## src/rtl/i2c_reg_arbiter.sv

```systemverilog
// i2c_reg_arbiter: shared 8-bit register bank with I2C write priority, round-robin
// internal access and a shadow copy that is refreshed only while the I2C bus is idle.
// Ports: clk, startRst (async, active-high); i2c_wr_valid/idx/data write path;
//   i2c_busy transaction window; req/req_we/req_idx/req_wdata internal requesters;
//   gnt one-hot grant, rdata read data; shadow_out frozen bank copy, copy_done pulse;
//   err sticky out-of-range flag.
// Optional feature: define I2C_ARB_ERR_EN to enable err; otherwise err is tied 0.
module i2c_reg_arbiter #(
    parameter int          NUM_REQ  = 4,
    parameter int          NUM_REGS = 16,
    parameter logic [7:0]  RST_VAL  = 8'h00
) (
    input  logic                  clk,
    input  logic                  startRst,
    input  logic                  i2c_wr_valid,
    input  logic [7:0]            i2c_wr_idx,
    input  logic [7:0]            i2c_wr_data,
    input  logic                  i2c_busy,
    input  logic [NUM_REQ-1:0]    req,
    input  logic [NUM_REQ-1:0]    req_we,
    input  logic [8*NUM_REQ-1:0]  req_idx,
    input  logic [8*NUM_REQ-1:0]  req_wdata,
    output logic [NUM_REQ-1:0]    gnt,
    output logic [7:0]            rdata,
    output logic [8*NUM_REGS-1:0] shadow_out,
    output logic                  copy_done,
    output logic                  err
);
    localparam int AW = (NUM_REGS > 1) ? $clog2(NUM_REGS) : 1;
    localparam int PW = (NUM_REQ > 1) ? $clog2(NUM_REQ) : 1;

    typedef enum logic [1:0] {IDLE, SERVE, COPY} state_t;

    state_t        state, state_nx;
    logic [7:0]    bank   [NUM_REGS];
    logic [7:0]    shadow [NUM_REGS];
    logic [PW-1:0] rr_ptr, sel, pick;
    logic          pick_vld;
    logic [AW-1:0] copy_idx;
    logic          copy_pend, busy_q, rst_done;
    logic          busy_fall, copy_go;
    logic          s_we, s_in, i2c_in, collide;
    logic [7:0]    s_idx, s_wdata;
    logic          grant, copy_wr, copy_last;

    assign busy_fall = busy_q & ~i2c_busy;
    // A falling edge in the same cycle counts, so a fresh refresh beats a waiting request.
    assign copy_go   = (copy_pend | busy_fall) & ~i2c_busy;

    assign s_we    = req_we[sel];
    assign s_idx   = req_idx[8*sel +: 8];
    assign s_wdata = req_wdata[8*sel +: 8];
    assign s_in    = {1'b0, s_idx} < 9'(NUM_REGS);
    assign i2c_in  = {1'b0, i2c_wr_idx} < 9'(NUM_REGS);
    // Same-index write race: the I2C write lands first and the internal write retries.
    assign collide = i2c_wr_valid & s_we & (s_idx == i2c_wr_idx);

    // Round-robin pick: first active request at or after rr_ptr.
    always_comb begin
        int j;
        j        = 0;
        pick     = '0;
        pick_vld = 1'b0;
        for (int k = 0; k < NUM_REQ; k++) begin
            j = int'(rr_ptr) + k;
            if (j >= NUM_REQ) j = j - NUM_REQ;
            if (!pick_vld && req[j[PW-1:0]]) begin
                pick     = j[PW-1:0];
                pick_vld = 1'b1;
            end
        end
    end

    always_ff @(posedge clk or posedge startRst) begin
        if (startRst) state <= IDLE;
        else          state <= state_nx;
    end

    always_comb begin
        state_nx = state;
        unique case (state)
            IDLE: begin
                if (copy_go)       state_nx = COPY;
                else if (pick_vld) state_nx = SERVE;
            end
            SERVE: begin
                if (!collide) state_nx = IDLE;
            end
            COPY: begin
                if (i2c_busy || copy_last) state_nx = IDLE;
            end
            default: state_nx = IDLE;
        endcase
    end

    always_comb begin
        grant     = (state == SERVE) & ~collide;
        copy_wr   = (state == COPY) & ~i2c_busy;
        copy_last = copy_wr & (copy_idx == AW'(NUM_REGS - 1));
    end

    always_ff @(posedge clk or posedge startRst) begin
        if (startRst) begin
            rr_ptr    <= '0;
            sel       <= '0;
            gnt       <= '0;
            rdata     <= 8'h00;
            copy_idx  <= '0;
            copy_pend <= 1'b0;
            copy_done <= 1'b0;
            busy_q    <= 1'b0;
            rst_done  <= 1'b0;
        end else begin
            busy_q    <= i2c_busy;
            rst_done  <= 1'b1;
            copy_done <= copy_last;
            gnt       <= grant ? (NUM_REQ'(1) << sel) : '0;
            if (state == IDLE && !copy_go && pick_vld) sel <= pick;
            if (state == IDLE && copy_go)
                copy_idx <= '0;
            else if (copy_wr)
                copy_idx <= copy_last ? '0 : copy_idx + AW'(1);
            // First cycle after reset release schedules the initial refresh.
            if (!rst_done || busy_fall) copy_pend <= 1'b1;
            else if (copy_last)         copy_pend <= 1'b0;
            if (grant) begin
                rr_ptr <= (sel == PW'(NUM_REQ - 1)) ? '0 : sel + PW'(1);
                if (!s_we) rdata <= s_in ? bank[s_idx[AW-1:0]] : 8'h00;
            end
        end
    end

    always_ff @(posedge clk or posedge startRst) begin
        if (startRst) begin
            for (int i = 0; i < NUM_REGS; i++) begin
                bank[i]   <= RST_VAL;
                shadow[i] <= RST_VAL;
            end
        end else begin
            if (grant && s_we && s_in)
                bank[s_idx[AW-1:0]] <= s_wdata;
            if (i2c_wr_valid && i2c_in)
                bank[i2c_wr_idx[AW-1:0]] <= i2c_wr_data;
            if (copy_wr)
                shadow[copy_idx] <= bank[copy_idx];
        end
    end

    always_comb begin
        shadow_out = '0;
        for (int i = 0; i < NUM_REGS; i++)
            shadow_out[8*i +: 8] = shadow[i];
    end

`ifdef I2C_ARB_ERR_EN
    always_ff @(posedge clk or posedge startRst) begin
        if (startRst)
            err <= 1'b0;
        else if ((i2c_wr_valid && !i2c_in) || (grant && !s_in))
            err <= 1'b1;
    end
`else
    assign err = 1'b0;
`endif

endmodule

```

## config.mk

```make
export PLATFORM = sky130hd
export DESIGN_NAME = i2c_reg_arbiter
export DESIGN_NICKNAME = d
export VERILOG_FILES = /design/src/rtl/i2c_reg_arbiter.sv
export SDC_FILE = /design/constraint.sdc
export NUM_CORES = 1
export LEC_CHECK = 0
export ABC_AREA = 1
export BUFFER_PORTS_ARGS = -buffer_cell sky130_fd_sc_hd__buf_2
export CORE_AREA = 4 4 174 176
export CTS_CLUSTER_DIAMETER = 150
export DETAILED_ROUTE_END_ITERATION = 6
export DIE_AREA = 0 0 178 180
export GPL_ROUTABILITY_DRIVEN = 0
export PLACE_DENSITY = 0.81
export SLEW_MARGIN = 20
export SYNTH_ARGS = -nofsm -noshare
export SYNTH_HDL_FRONTEND = slang
export SYNTH_SLANG_ARGS = --single-unit
```

## constraint.sdc

```tcl
create_clock -name clk -period 22.5 [get_ports clk]
set_clock_uncertainty 0.1 [all_clocks]
set_input_delay 2.25 -clock clk [delete_from_list [all_inputs] [get_ports clk]]
set_output_delay 2.25 -clock clk [all_outputs]
set_load 0.05 [all_outputs]
```

==> metrics.txt <==
outcome=finished with violations; failing checks=design-rule violations; ranking of synthesized cells by area=dfrtp_1 (42%), nand2_1 (14%), a21oi_1 (9.0%), nor2_1 (7.5%), inv_1 (5.6%); mapped cell area=16800 sq um; most used cell, CP=nand2_1; Post-synth EDFFs=0; final hold vios=0; Final HPWL DP=36.1 mm; fmax=200 MHz; worst vdd ir=between 0.00008 and 0.00009 V; Critical Path Stages=15; Fin Setup TNS=0 ns; Inst Count DP=between 2000 and 3000; RSZ-0062 raised after global routing=no; initial antenna violation count=0; Arrival @ worst endpoint=approximately 5.3 ns; Max clock buf depth=3; Clk pwr share=between 20% and 30%; Core ar.=about 29000 sq um; Reg clk slew, reported paths=0.06 ns; Skew-Pair Late Insertion Delay=0.56 ns; Synth-to-Final Area Change=12.0%; Sw Pwr=about 1.2 mW; maxcap violations=0; largest area contributor in the netlist=dfrtp_1; Slew Limit Headroom=between 10% and 20%; YS warnings=0; DRC Markers=1; CP max stage delay=between 0.7 and 0.8 ns; Vert. Die Dim=around 180 microns; global-route wire length before repair=roughly 88 mm; # Post-CTS Setup Buffers=0; most instantiated cells after synthesis=nand2_1 (640), nor2_1 (338), a21oi_1 (302), dfrtp_1 (282), inv_1 (251); CP Cell Sequence=buf_2 > nand2_1 > nand3_1 > nand2_1 > buf_4 > nand2_1 > nand2_1 > inv_1 > nand2_1 > nor2_1 > nand3_4 > buf_4 > nand4_2 > nand2_1 > a21oi_1; number of global-route vias before repair=roughly 16000; final WL=56.0 mm; Die X=around 180 microns; Hold Crit Depth=1; fillcell total=about 2500; I/O Pins=234; Internal=1.15 mW; root buffer cell=clkbuf_16; final worst path period share=22.2%; crit end category=flop; critical path class=in -> reg; CP bufs+invs=4; Gate Count Post-Synth=around 2500; # clock sinks=about 280; Seq/Total Area, Yosys=a little over two fifths; Power Dens Cells=about 120 nW/um^2; Reg power frac=between 20 and 30%; Tmin final=about 5.0 ns; # resized after CTS=0; Logic pwr share=50.7%; CTS tree=yes; Hold/Removal Path Class=reg -> reg; antenna-violating nets left=0; Sw Share=between 50% and 60%; most common cell in the netlist=nand2_1; Antenna Cells=0; Lkg Pwr=roughly 10 nW; nets@finish=around 2700; synthesized area per cell=6.86 sq um; Least-Margin Pin Slew=approximately 1.3 ns; register bit total from synthesis=between 200 and 300; pin count of the biggest net entering global routing=approximately 130; starting density of the core=roughly three fifths; total CTS buffers=30; post-synth top area share=41.9%; Data required, critical path=around 23 ns; Top Family by Delay on Critical Path=simple AND/OR/NAND/NOR gates; Pwr Total=between 2 and 2.5 mW; fin util=around 66%; vias post-DR=between 15000 and 20000; Overflow after GRT=0; Placed Area=approximately 18000 sq um; via density per instance=between 5 and 6; Most used DFF post-synth=dfrtp_1; design area=between 15000 and 20000 sq um; Final Setup Violations=0; FFs w/ async S/R, synth=100%; H-tree levels=1; CP startpoint kind=primary input; Iter 0 DRT Violations=2778; R2R depth=16; cell at the slowest stage of the critical path=buf_4; Total GRT Usage=approximately a third; hold buffers post-CTS=0; Port Buffers=about 230; layout cells sized above 1=between 10% and 20%; Yosys cell types=37; Max Fanout on Critical Path=82; row count=62; post-DR wirelength/cell=roughly 19 microns; drt pass-1 iters=7; Final Max Slew Viols=0; die area=approximately 32000 sq um; fin cells=around 3000; syn_nets=2552
cell families after synthesis:
kind of cell | share of synthesized area, %
AO/OA/AOI/OAI | 15.3
XOR/XNOR | 0.104
adder cells (fa/ha/maj) | 0.595
buffers and inverters | 10.5
flip-flops | 41.9
other | 0.0446
AND/OR/NAND/NOR | 31.5
power by group through the flow:
stage          registers (mW)  clock network, mW  logic (mW)
2_1_floorplan           0.755                  0       0.715
3_3_place_gp            0.659                  0        1.12
3_5_place_dp            0.663                  0        1.14
4_1_cts                 0.654              0.500        1.14
5_1_grt                 0.666              0.520        1.26
6_report                0.656              0.499        1.19
stage by stage:
step                      setup WS, ns  hold WS [ns]
after floorplan                  12.37         0.311
after global placement           17.10         0.317
after detailed placement         17.01         0.332
after CTS                        17.58         0.342
after global routing             17.21         0.343
final                            17.50         0.341
worst paths after layout:
path / start / to / slack (ns)
max: req_idx[8] / bank[74]$_DFF_PP0_ / 17.50
min: rst_done$_DFF_PP0_ / copy_pend$_DFFE_PP0P_ / 0.34
max reg2reg: sel[0]$_DFFE_PP0P_ / bank[74]$_DFF_PP0_ / 18.35
min reg2reg: rst_done$_DFF_PP0_ / copy_pend$_DFFE_PP0P_ / 0.34
max in group asynchronous: startRst / shadow_out[118]$_DFFE_PP0P_ / 19.02
min in group asynchronous: startRst / shadow_out[1]$_DFFE_PP0P_ / 1.76
worst register-to-register path, cell delays in order, from the launching register on:
cell and delay (ns):
dfrtp_1 0.32, buf_4 0.33, inv_4 0.24, nand2_1 0.12, nand3_1 0.07, nand2_1 0.08, buf_4 0.41, nand2_1 0.11
nand2_1 0.09, inv_1 0.04, nand2_1 0.05, nor2_1 0.06, nand3_4 0.54, buf_4 0.80, nand4_2 0.44, nand2_1 0.16
a21oi_1 0.08
cells in the final DEF, fill, tap and decap left out, types with 3 or more instances in the layout:
master,count
inv_1,250
o211ai_1,10
ha_1,8
nor2_1,336
nor3_2,4
nand4_2,16
buf_4,16
a32o_1,8
nand4_1,138
nand3_1,37
clkbuf_16,31
buf_2,232
nor2_4,3
nor3_1,39
dfrtp_1,282
nand3b_1,9
clkinv_2,5
inv_2,6
clkbuf_8,4
o21ai_0,175
clkinvlp_4,8
nand2_1,640
a21oi_1,302
layout make-up:
cell class              instances  area [sq um]  share of cell area, %
well taps                     384           480                   2.55
clock buffers                  37           838                   4.45
clock inverters                18           153                  0.810
repair buffers                249          1290                   6.86
flip-flops and latches        282          7060                   37.4
multi-input cells            1743          8040                   42.6
inverters                     261           992                   5.26
metal layers:
| layer | vias to the layer above | wire (microns) | track usage, % | part of all wire [%] |
|---|---|---|---|---|
| li1 | 8182 | - | - | - |
| met1 | 8092 | 21300 | 45.8 | 38 |
| met2 | 1201 | 24900 | 52.3 | 45 |
| met3 | 248 | 6630 | 5.99 | 12 |
| met4 | 0 | 3060 | 15.3 | 5.5 |
| met5 | - | 0 | 0 | 0 |
sequential cells by signal (all words and copies together), names as in the netlist:
signal and flops:
rst_done 1, bank 128, copy_done 1, shadow_out 128, sel 2, rdata 8, busy_q 1, copy_pend 1
state 2, gnt 4, copy_idx 4, rr_ptr 2
No activity file was read; power rests on OpenSTA's default activity.
